**src/rtl/vga_mem_arb.sv**
```systemverilog
// Arbitrates one synchronous single-port video RAM between display scan-out reads
// (priority) and a host read/write port. Optional macro: VGA_ARB_STARVE_GUARD_EN.
module vga_mem_arb #(
    parameter int AW         = 12,
    parameter int DW         = 8,
    parameter int STARVE_MAX = 4
) (
    input  logic          clk,
    input  logic          resetn,
    input  logic          disp_req,
    input  logic [AW-1:0] disp_addr,
    output logic          disp_ack,
    output logic [DW-1:0] disp_rdata,
    input  logic          host_req,
    input  logic          host_we,
    input  logic [AW-1:0] host_addr,
    input  logic [DW-1:0] host_wdata,
    output logic          host_ack,
    output logic [DW-1:0] host_rdata,
    output logic [AW-1:0] mem_addr,
    output logic          mem_we,
    output logic [DW-1:0] mem_wdata,
    input  logic [DW-1:0] mem_rdata
);

    typedef enum logic [2:0] {IDLE, D_ISSUE, D_DATA, H_ISSUE, H_DATA} state_t;

    state_t        state_q, state_d;
    logic [AW-1:0] mem_addr_q, mem_addr_d;
    logic          mem_we_q, mem_we_d;
    logic [DW-1:0] mem_wdata_q, mem_wdata_d;
    logic          disp_ack_q, disp_ack_d;
    logic [DW-1:0] disp_rdata_q, disp_rdata_d;
    logic          host_ack_q, host_ack_d;
    logic [DW-1:0] host_rdata_q, host_rdata_d;
    logic          starve_full;
    logic          host_win;

`ifdef VGA_ARB_STARVE_GUARD_EN
    localparam int CW = $clog2(STARVE_MAX + 1);
    logic [CW-1:0] starve_q, starve_d;

    assign starve_full = (starve_q == CW'(STARVE_MAX));

    // Counts display grants that passed over a waiting host; saturates at STARVE_MAX.
    always_comb begin
        starve_d = starve_q;
        if (state_q == IDLE) begin
            if (host_win)
                starve_d = '0;
            else if (disp_req && host_req && !starve_full)
                starve_d = starve_q + 1'b1;
        end
    end

    always_ff @(posedge clk or negedge resetn) begin
        if (!resetn) starve_q <= '0;
        else         starve_q <= starve_d;
    end
`else
    assign starve_full = 1'b0;
`endif

    assign host_win = host_req && (!disp_req || starve_full);

    always_comb begin
        state_d      = state_q;
        mem_addr_d   = mem_addr_q;
        mem_wdata_d  = mem_wdata_q;
        mem_we_d     = 1'b0;
        disp_ack_d   = 1'b0;
        disp_rdata_d = disp_rdata_q;
        host_ack_d   = 1'b0;
        host_rdata_d = host_rdata_q;
        case (state_q)
            IDLE: begin
                if (host_win) begin
                    state_d     = H_ISSUE;
                    mem_addr_d  = host_addr;
                    mem_wdata_d = host_wdata;
                    mem_we_d    = host_we;
                end else if (disp_req) begin
                    state_d    = D_ISSUE;
                    mem_addr_d = disp_addr;
                end
            end
            D_ISSUE: state_d = D_DATA;
            D_DATA: begin
                state_d      = IDLE;
                disp_ack_d   = 1'b1;
                disp_rdata_d = mem_rdata;
            end
            H_ISSUE: state_d = H_DATA;
            H_DATA: begin
                state_d    = IDLE;
                host_ack_d = 1'b1;
                // Write completions leave the last read value visible.
                if (!mem_we_q && !host_we) host_rdata_d = mem_rdata;
            end
            default: state_d = IDLE;
        endcase
    end

    always_ff @(posedge clk or negedge resetn) begin
        if (!resetn) begin
            state_q      <= IDLE;
            mem_addr_q   <= '0;
            mem_we_q     <= 1'b0;
            mem_wdata_q  <= '0;
            disp_ack_q   <= 1'b0;
            disp_rdata_q <= '0;
            host_ack_q   <= 1'b0;
            host_rdata_q <= '0;
        end else begin
            state_q      <= state_d;
            mem_addr_q   <= mem_addr_d;
            mem_we_q     <= mem_we_d;
            mem_wdata_q  <= mem_wdata_d;
            disp_ack_q   <= disp_ack_d;
            disp_rdata_q <= disp_rdata_d;
            host_ack_q   <= host_ack_d;
            host_rdata_q <= host_rdata_d;
        end
    end

    assign mem_addr   = mem_addr_q;
    assign mem_we     = mem_we_q;
    assign mem_wdata  = mem_wdata_q;
    assign disp_ack   = disp_ack_q;
    assign disp_rdata = disp_rdata_q;
    assign host_ack   = host_ack_q;
    assign host_rdata = host_rdata_q;

endmodule

```
**config.mk**
```make
export PLATFORM = sky130hd
export DESIGN_NAME = vga_mem_arb
export DESIGN_NICKNAME = d
export VERILOG_FILES = /design/src/rtl/vga_mem_arb.sv
export SDC_FILE = /design/constraint.sdc
export NUM_CORES = 1
export LEC_CHECK = 0
export BUFFER_PORTS_ARGS = -buffer_cell sky130_fd_sc_hd__buf_2
export CAP_MARGIN = 20
export CORE_ASPECT_RATIO = 0.6
export CORE_MARGIN = 2
export CORE_UTILIZATION = 41
export DETAILED_ROUTE_END_ITERATION = 10
export PLACE_DENSITY = 0.75
export SLEW_MARGIN = 20
export SYNTH_ARGS = -nofsm -noshare
export SYNTH_HDL_FRONTEND = slang
export SYNTH_SLANG_ARGS = --single-unit
```
**constraint.sdc**
```tcl
create_clock -name clk -period 1.6 [get_ports clk]
set_input_delay 0.32 -clock clk [delete_from_list [all_inputs] [get_ports clk]]
set_output_delay 0.32 -clock clk [all_outputs]
set_load 0.05 [all_outputs]
```
==> reports/results.txt, run 1 <==
Worst-path clk slew - 0.08 ns
IO buf count - 83
GPL Wtd Cong - 0.727
core area - 0.00412 sq mm
total number of vias - 1184
synth warn - 0
Max Cap Violations - 0
final clock skew - 0.00219 ns
clock sink count - 42
Final Cycle Share - 91.5%
Cell Area, Synth - 0.00177 sq mm
vias in the first global route - 1184
Die Wd - 88.7 microns
fraction of layout cells with a size suffix above 1 - 74.9%
CP Class - reg2reg
CTS tree - yes
Worst path slowest cell - dfrtp_1
ranking of synthesized cells by area - dfrtp_1 60%, mux2_2 22%, mux2_4 12%
TNS Setup - 0 ns
crit path time final - 1.46 ns
Mean Syn Cell Area - 16.7 sq um
worst-margin pin slew - 0.373 ns
CTS buffer count - 5
routed len/inst - 13.3 microns
Core Rows - 18
mux cell area share after synthesis - 33.6%
clock root buffer - clkbuf_8
CP arrival - 1.63 ns
XOR/XNOR Fraction of Synth Area - 0%
first-pass GRT wire length - 5.57 mm
area share of and/or/nand/nor cells after synthesis - 4.18%
nets@finish - 243
routed wire length - 3.44 mm
nature of the critical path endpoint - flip-flop
Syn-to-layout area delta - 36.7%
Global Route Usage Sum - 15.4%
post-synthesis cell count - 106
number of distinct library cells after synthesis - 16
Synth top area share - 59.5%
largest net degree at the start of global routing - 43
Final ANT Viol Nets - 0
# IOs - 84
post_cts resized - 0
# DRC - 0
CP Max Fanout - 13
largest area contributor in the netlist - dfrtp_1
Fmax achieved - 0.683 GHz
RSZ-0062 raised after global routing - false
Die Y - 54.8 microns
die area - 0.00486 sq mm
leading cell type in the layout, fill and taps excluded - buf_2
slew margin rel. - 75.0%
Slew Limit Fails - 0
Synth Area in Adders - 0%
WP buf/inv - 1
Worst setup SP type - flip-flop
initial antenna violation count - 0
clock buffer depth - 2
setup violators final - 0
htree depth - 2
antenna cells - 0
via/cell ratio - 4.57
Final HPWL DP - 2.58 mm
type of the most critical hold path - in2reg
Worst-Skew Late Latency - 0.28 ns
cell family with most CP delay - flip-flops
crit-path max cell delay - 0.43 ns
Post-Syn Nets - 151
Seq cells post-synth - 42
Synth Area in Compound Gates - 0.496%
drt first-iter violations - 15
grt total ovfl - 0
drt pass-1 iters - 4
most frequent cells in the layout - 83 x buf_2, 42 x dfrtp_1, 34 x mux2_2, 14 x mux2_4, 5 x clkbuf_8
final-report hold violation count - 0
status - finished, final reports clean
initial core utilization - 42.8%
post-synthesis sequential area ratio - 59.5%
CP cell instances - nor3_2, o21a_2, buf_12, mux2_2
dominant combinational cell family by area after synthesis - multiplexers
Critical Path RT - 1.77 ns
==> layout make-up <==
type,instances,area [sq um]
repair buffers,89,500
multi-input cells,60,678
clock inverters,3,40.0
well taps,60,75.1
clock buffers,5,68.8
fillers,358,1710
flip-flops and latches,42,1050
==> worst reg2reg max path: cells and delay by family, from the launching register on <==
kind / cells / cell delay [ns]
AO/OA/AOI/OAI: 1 / 0.19
flip-flops: 1 / 0.43
AND/OR/NAND/NOR: 1 / 0.24
buffers and inverters: 1 / 0.15
multiplexers: 1 / 0.34
==> stage by stage <==
step           hold WS [ns]  instances  instance area, sq um  worst slack [ns]  util [%]
2_1_floorplan        0.0244        106                  1770             0.157         -
3_3_place_gp          0.307        250                  2290             0.149      55.7
3_5_place_dp          0.309        250                  2290             0.106      55.7
4_1_cts               0.253        259                  2410             0.121      58.6
5_1_grt               0.249        259                  2410            0.0270      58.6
6_report              0.263        259                  2410             0.136      58.6
==> worst paths after layout <==
| check | start | endpoint | slack, ns | cells past startpoint |
|---|---|---|---|---|
| max | state_q[2] | mem_addr[3] | 0.14 | 4 |
| min | host_wdata[7] | mem_wdata[7] | 0.26 | 2 |
| max reg2reg | state_q[2] | mem_addr[3] | 0.14 | 4 |
| min reg2reg | host_rdata[1] | host_rdata[1] | 0.50 | 1 |
| max in group asynchronous | resetn | mem_addr[5] | 0.87 | 3 |
| min in group asynchronous | resetn | disp_ack | 0.53 | 3 |
==> metal layers <==
metal / up-vias / track usage (%) / share of wire (%)
li1: 558 / - / -
met1: 570 / 21.5 / 49
met2: 54 / 23.5 / 43
met3: 2 / 4.98 / 8.2
met4: 0 / 3.79 / 0.23
met5: - / 0 / 0
==> state kept, by name, indices dropped and copies added (netlist names) <==
| signal | cells |
|---|---|
| host_rdata | 8 |
| disp_ack | 1 |
| mem_wdata | 8 |
| mem_we | 1 |
| mem_addr | 12 |
| state_q | 3 |
| disp_rdata | 8 |
| host_ack | 1 |
==> cells by family after synthesis <==
logic type / after synthesis
simple gates: 11
flops: 42
compound gates: 1
mux: 48
buf+inv: 4
==> Yosys cell counts (all sizes together) <==
cell type / instances
buf: 4
nor2: 2
dfrtp: 42
nor3b: 2
nand2: 2
nor3: 2
nor2b: 1
and3: 1
o21a: 1
and3b: 1
mux2: 48
==> repair_timing <==
action                                  4_1_cts  5_1_grt
hold buffers                                  1        0
endpoints found under the hold margin        24        0
setup buffers                                 0        0
endpoints found under the setup margin        0        0
Power of run 1 is left out: the tool's default activity adds up to more than one toggle a clock period on the data nets, which glitch-free logic cannot reach.
==> run 2: changes to the inputs <==
MAX_ROUTING_LAYER = met4   (was unset)
==> run 2 against run 1 <==
Design area is the same. Worst hold slack barely moved. Critical path type unchanged. Die area unchanged. Final cell count is the same. First-iteration DRC count fell by 20%. Register-to-register slack about the same.
==> reports/results.txt, run 2 (synthesis results as in run 1) <==
TNS Setup - 0 ns (unchanged)
IO buf count - 83 (unchanged)
worst-margin pin slew - 0.374 ns (+0.000124 ns)
clock buffer depth - 2 (unchanged)
Worst setup SP type - flip-flop
largest net degree at the start of global routing - 43 (unchanged)
Final HPWL DP - 2.58 mm (unchanged)
clock sink count - 42 (unchanged)
total number of vias - 1185 (+0.084%)
nature of the critical path endpoint - flip-flop
cell family with most CP delay - flip-flops
final-report hold violation count - 0 (unchanged)
Core Rows - 18 (unchanged)
routed len/inst - 13.2 microns (-0.44%)
leading cell type in the layout, fill and taps excluded - buf_2
CP cell instances - nor3_2, o21a_2, buf_12, mux2_2
drt first-iter violations - 12 (-3)
CTS buffer count - 5 (unchanged)
type of the most critical hold path - in2reg
worst setup path startpoint - state_q[2]
crit path time final - 1.46 ns (-0.000561 ns)
WP buf/inv - 1 (unchanged)
Final ANT Viol Nets - 0 (unchanged)
# IOs - 84 (unchanged)
Worst-Skew Late Latency - 0.28 ns (about the same)
Worst-path clk slew - 0.08 ns (about the same)
Worst path slowest cell - dfrtp_1
crit-path max cell delay - 0.43 ns (about the same)
Syn-to-layout area delta - 36.7% (unchanged)
nets@finish - 243 (unchanged)
slew margin rel. - 75.0% (about the same)
vias in the first global route - 1186 (+0.17%)
Max Used Layer - met4
Worst R2R Start - state_q[2]
Fmax achieved - 0.683 GHz (about the same)
Slew Limit Fails - 0 (unchanged)
first-pass GRT wire length - 5.57 mm (unchanged)
htree depth - 2 (unchanged)
setup violators final - 0 (unchanged)
Critical Path RT - 1.77 ns (about the same)
grt total ovfl - 0 (unchanged)
CP Class - reg2reg
CP Max Fanout - 13 (unchanged)
WL met3 - 260 microns (-7.5%)
most frequent cells in the layout - 83 x buf_2, 42 x dfrtp_1, 34 x mux2_2, 14 x mux2_4, 5 x clkbuf_8
Fillers - 358 (unchanged)
core area - 0.00412 sq mm (unchanged)
initial core utilization - 42.8% (unchanged)
status - finished, final reports clean
# DRC - 0 (unchanged)
routed wire length - 3.42 mm (-0.44%)
CP arrival - 1.63 ns (about the same)
fraction of layout cells with a size suffix above 1 - 74.9% (unchanged)
GPL Wtd Cong - 0.735 (+1.2%)
Global Route Usage Sum - 15.9% (+0.50 points)
Final Cycle Share - 91.5% (about the same)
Max Cap Violations - 0 (unchanged)
clock root buffer - clkbuf_8
RSZ-0062 raised after global routing - false
via/cell ratio - 4.58 (about the same)
CTS tree - yes
max reg flops - 12 (unchanged)
antenna cells - 0 (unchanged)
DRT met1 WL - 1.66 mm (-0.72%)
final clock skew - 0.00242 ns (+0.000235 ns)
drt pass-1 iters - 4 (unchanged)
met2 wire len - 1.49 mm (+1.4%)
initial antenna violation count - 0 (unchanged)
Die Y - 54.8 microns (unchanged)
die area - 0.00486 sq mm (unchanged)
hold_sp - host_wdata[7]
Die Wd - 88.7 microns (unchanged)
run 2: cell counts in the layout (fill, tap and decap cells not counted):
No cell type changed its count.
run 2: final timing paths:
check                                 to  slack, ns  depth (start not counted)
max                          mem_addr[3]       0.14                          4
min                         mem_wdata[7]       0.26                          2
max reg2reg                  mem_addr[3]       0.14                          4
min reg2reg                host_rdata[1]       0.50                          1
max in group asynchronous    mem_addr[5]       0.87                          3
min in group asynchronous       disp_ack       0.53                          3
run 2: routing by layer:
layer / vias up / global-route usage, %
li1: 557 / -
met1: 572 / 21.9
met2: 54 / 23.5
met3: 2 / 4.52
met4: 0 / 3.79
met5: - / -
run 2: layout make-up:
cell class	count	area, sq um	area share (%)
clock buffer	5	68.8	2.85
clock inverter	3	40.0	1.66
multi-input combinational	60	678	28.1
sequential	42	1050	43.5
tap	60	75.1	3.11
timing repair buffer	89	500	20.7
run 2: per-stage QoR:
stage	hold WS (ns)	instance area [sq um]	worst slack, ns	utilization [%]	cells
after global placement	0.307	2290	0.149	55.7	250
after global routing	0.249	2410	0.0270	58.6	259
after floorplan	0.0244	1770	0.157	-	106
final	0.264	2410	0.137	58.6	259
after detailed placement	0.309	2290	0.106	55.7	250
after CTS	0.253	2410	0.121	58.6	259
run 2: repair_timing:
item / CTS / global route
hold buffers: 1 / 0
setup buffers: 0 / 0
hold endpoints to repair: 24 / 0
gates resized for setup: 0 / 0
Power of run 2 is left out for the same reason.
